[src/rtl/wb_regfile_sb.sv]
// Architectural GPR file with a writeback valid/ready port, two bypassed read ports,
// and a per-register pending scoreboard used by decode for RAW/WAW interlocks.
module wb_regfile_sb #(
    parameter int NREG = 32,
    parameter int AW   = 5,
    parameter int DW   = 32
) (
    input  logic          clk,
    input  logic          rst,
    input  logic          wb_valid_i,
    output logic          wb_ready_o,
    input  logic          wb_en_i,
    input  logic [AW-1:0] wb_addr_i,
    input  logic [DW-1:0] wb_data_i,
    input  logic          iss_valid_i,
    output logic          iss_ready_o,
    input  logic [AW-1:0] iss_rd_i,
    input  logic [AW-1:0] rs1_addr_i,
    output logic [DW-1:0] rs1_data_o,
    input  logic [AW-1:0] rs2_addr_i,
    output logic [DW-1:0] rs2_data_o,
    output logic          stall_o,
    output logic [AW:0]   pend_cnt_o,
    output logic          err_o
);

    logic [DW-1:0]   r_regs [NREG];
    logic [NREG-1:0] r_pend;
    logic [AW:0]     r_cnt;
    logic            r_err;

    logic w_wb_fire;
    logic w_wb_nz;
    logic w_wb_write;
    logic w_wb_clr;
    logic w_wb_bad;
    logic w_iss_set;

    assign wb_ready_o = !rst;
    assign w_wb_fire  = wb_valid_i && wb_ready_o;
    assign w_wb_nz    = w_wb_fire && (wb_addr_i != '0);
    assign w_wb_write = w_wb_nz && wb_en_i;
    assign w_wb_clr   = w_wb_nz && r_pend[wb_addr_i];
    assign w_wb_bad   = w_wb_nz && !r_pend[wb_addr_i];

    // A writeback retiring the same register this cycle frees it for re-issue.
    assign iss_ready_o = !rst && ((iss_rd_i == '0) || !r_pend[iss_rd_i] ||
                                  (w_wb_fire && (wb_addr_i == iss_rd_i)));
    assign w_iss_set   = iss_valid_i && iss_ready_o && (iss_rd_i != '0);

    function automatic logic [DW-1:0] read_port(input logic [AW-1:0] a);
        if (a == '0)
            return '0;
        else if (w_wb_write && (wb_addr_i == a))
            return wb_data_i;
        else
            return r_regs[a];
    endfunction

    function automatic logic src_blocked(input logic [AW-1:0] a);
        return (a != '0) && r_pend[a] && !(w_wb_fire && (wb_addr_i == a));
    endfunction

    assign rs1_data_o = read_port(rs1_addr_i);
    assign rs2_data_o = read_port(rs2_addr_i);
    assign stall_o    = src_blocked(rs1_addr_i) || src_blocked(rs2_addr_i);
    assign pend_cnt_o = r_cnt;
    assign err_o      = r_err;

    always_ff @(posedge clk) begin
        if (rst) begin
            for (int i = 0; i < NREG; i++)
                r_regs[i] <= '0;
            r_pend <= '0;
            r_cnt  <= '0;
            r_err  <= 1'b0;
        end else begin
            if (w_wb_write)
                r_regs[wb_addr_i] <= wb_data_i;
            if (w_wb_nz)
                r_pend[wb_addr_i] <= 1'b0;
            // Issue lands after the writeback clear, so a same-register pair stays pending.
            if (w_iss_set)
                r_pend[iss_rd_i] <= 1'b1;
            r_cnt <= r_cnt + (AW+1)'(w_iss_set) - (AW+1)'(w_wb_clr);
            if (w_wb_bad)
                r_err <= 1'b1;
        end
    end

endmodule

[config.mk]
export PLATFORM = sky130hd
export DESIGN_NAME = wb_regfile_sb
export DESIGN_NICKNAME = d
export VERILOG_FILES = /design/src/rtl/wb_regfile_sb.sv
export SDC_FILE = /design/constraint.sdc
export NUM_CORES = 2
export LEC_CHECK = 0
export CORE_MARGIN = 2
export CORE_UTILIZATION = 30
export CTS_BUF_LIST = sky130_fd_sc_hd__clkbuf_2 sky130_fd_sc_hd__clkbuf_4 sky130_fd_sc_hd__clkbuf_8
export DETAILED_ROUTE_END_ITERATION = 12
export MAX_ROUTING_LAYER = met4
export PLACE_DENSITY = 0.52
export SYNTH_ARGS = -nofsm -noshare
export SYNTH_HDL_FRONTEND = slang
export SYNTH_SLANG_ARGS = --single-unit
[constraint.sdc]
create_clock -name clk -period 6.9 [get_ports clk]
set_clock_uncertainty 0.1 [all_clocks]
set_input_delay 1.38 -clock clk [delete_from_list [all_inputs] [get_ports clk]]
set_output_delay 1.38 -clock clk [all_outputs]
set_load 0.05 [all_outputs]
==> impl_metrics.toml <==
[route]
vias = 39002
drc = 0
ant_nets = 0
first_pass_iters = 6
wirelength_mm = 217.5
wl_per_cell_microns = 30.85
viasPerCell = 5.532
detail_route.iter0.violations = 4588

[clocking]
clk_pin_slew_worst_paths_ns = 0.06
ctsHoldBuffers = 0
clock_latency_ns = 0.93
cts_buffers = 180
post_cts_resized = 0
clock_path_buffers = 3
cts_tree = "yes"
numClockSinks = 1063
post_cts_buffers = 0
cts_root_buf = "clkbuf_8"
htree_levels = 4

[floorplanning]
die-area_sq_mm = 0.1991
start_util_pct = 30.15
rows = 162
io_pins = 131
die_x_microns = 446.2
coreArea_sq_mm = 0.1946
fp.dieH_microns = 446.2

[synthesis]
synth_cell_types = 70
synth-seq-cells = 1063
synthTopCellsByCount = "edfxtp_1, and2_1, mux4_2, mux2i_1, clkbuf_1"
yosysMostFrequentCell = "edfxtp_1"
netlist.area_leader.share_pct = 52.42
syn_area_sq_mm = 0.05866
yosys_warnings = 0
synth-edff-count = 1024
syn_inst = 4247
synth_area_per_cell_sq_um = 13.81
yosysTopAreaCell = "edfxtp_1"
async_flop_share_pct = 0
seq_area_frac_synth_pct = 53.75
synth_flop_cell = "edfxtp_1"
netlist_top_cells_area = "edfxtp_1, mux4_2, and2_1"

[placement]
dp_hpwl_mm = 135.3
portBuffers = 130
gp_congestion = 0.9221

[timing]
fin_crit_ns = 6.255
max_freq_mhz = 159.9
finalHoldWorstSlack_ns = 0.4524
finalSetupViolCount = 0
fin_crit_sh_pct = 90.65
rsz0062_at_grt = "no"
slew_violations = 0
finalSetupTns_ns = 0
relSlewSlack_pct = 14.36
final-hold-violation-count = 0
worst_slew_pin_slew_ns = 1.281

[run]
drv_cap = 0

[global_route]
globalRouteOverflowTotal = 0
grt_pass1_wl_mm = 306.9
grt_pass1_vias = 39761
antenna_found_initial = 9
grt_usage_pct = 22.27
grt_max_degree = 73

[run_status]
status = "finished, final reports clean"

[hold_path]
worstHoldPathType = "register to register"

[setup_path]
worstPathRequired_ns = 5.42
cp-start-kind = "primary input"
critPathMaxFanout = 40
cp-end-kind = "primary output"
worst-setup-path-type = "primary input to primary output"
cp.arrival_ns = 4.78

[cells_and_area]
area_growth_pct = 15.63
layout.nets = 4430
final_layout_size_suffix_gt1_share_pct = 24.73

[power]
vdd.ir_drop.worst_mv = 0.1711
p_leak_nw = 23.46
p_per_area_mw_per_mm2 = 232.8
-- routing by layer --
| metal | vias up | GRT usage (%) | wire length, microns |
|---|---|---|---|
| met5 | - | - | 0 |
| met4 | 0 | 9.486 | 9651 |
| met3 | 436 | 3.489 | 15220 |
| met2 | 1723 | 35.65 | 104500 |
| met1 | 20430 | 28.06 | 88140 |
| li1 | 16413 | - | - |
-- per-stage QoR --
step | setup slack, ns | utilization (%) | std cells | total power [mW] | instance area [sq um]
2_1_floorplan | 1.497 | - | 4278 | 9.106 | 58780
3_3_place_gp | 0.6795 | 33.09 | 6726 | 10.24 | 64390
3_5_place_dp | 0.6936 | 33.09 | 6726 | 10.26 | 64390
4_1_cts | 0.6829 | 34.85 | 7042 | 15.88 | 67810
5_1_grt | 0.6241 | 34.85 | 7046 | 16.25 | 67820
6_report | 0.6449 | 34.86 | 7050 | 15.79 | 67830
-- layout make-up --
type / count / area [sq um]
fill: 18746 / 126800
sequential: 1063 / 31530
multi-input combinational: 2756 / 25640
timing repair buffer: 355 / 4001
tap: 2542 / 3181
clock buffer: 239 / 2983
clock inverter: 77 / 439.2
inverter: 10 / 38.79
antenna: 8 / 20.02
-- registers in the layout (all words and copies together), names as in the netlist --
name        cells
r_regs       1024
r_pend         32
pend_cnt_o      6
err_o           1
-- cells in the final DEF (no fill, tap or decap), drive strengths merged, types with 31 or more instances in the layout --
cell type      netlist  final
edfxtp            1024   1024
and2               994    994
mux4               417    417
mux2i              312    312
buf                143    303
clkbuf             303    239
nor2               144    144
nand2               93     93
a211oi              83     83
o21ai               83     83
a21oi               81     81
clkinv               0     66
a22oi               63     63
o211ai              61     61
nor3                55     55
nor2b               54     54
clkdlybuf4s50        0     52
dfxtp               39     39
a2111oi             38     38
mux2                37     37
conb                 1     32
o31ai               31     31
nand3               31     31
-- report_power, final --
part / total, mW / leakage [nW] / switching [mW] / internal [mW]
clock: 5.65 / 1.81 / 2.73 / 2.91
sequential: 7.58 / 10.1 / 0.169 / 7.41
combinational: 2.57 / 11.6 / 1.55 / 1.01
total: 15.8 / 23.5 / 4.46 / 11.3
-- critical path, stage by stage --
cell and delay, ns:
buf_4 0.60, xnor2_1 0.19, nand4_1 0.18, nor3_1 0.39
and3_1 0.60, buf_4 0.35, a211oi_1 0.10, buf_4 0.17
nor2_1 0.57, buf_12 0.22
-- logic make-up (layout without fill, tap and decap cells) --
family / count (synthesis) / count (layout) / synth area share [%]
AND/OR/NAND/NOR: 1414 / 1414 / 13.98
flip-flops: 1063 / 1063 / 53.75
multiplexers: 766 / 766 / 22.06
AO/OA/AOI/OAI: 517 / 517 / 6.113
buffers and inverters: 459 / 681 / 3.628
XOR/XNOR: 20 / 20 / 0.2986
adder cells (fa/ha/maj): 7 / 7 / 0.1621
other: 1 / 40 / 0.006392
-- final timing paths --
check,to,from,cells past startpoint,slack [ns]
max reg2reg,pend_cnt_o[4],r_pend[19],15,2.91
min,r_pend[29],r_pend[29],2,0.45
min reg2reg,r_pend[29],r_pend[29],2,0.45
max,rs2_data_o[16],rs2_addr_i[2],10,0.64
No activity file was read; power rests on OpenSTA's default activity.
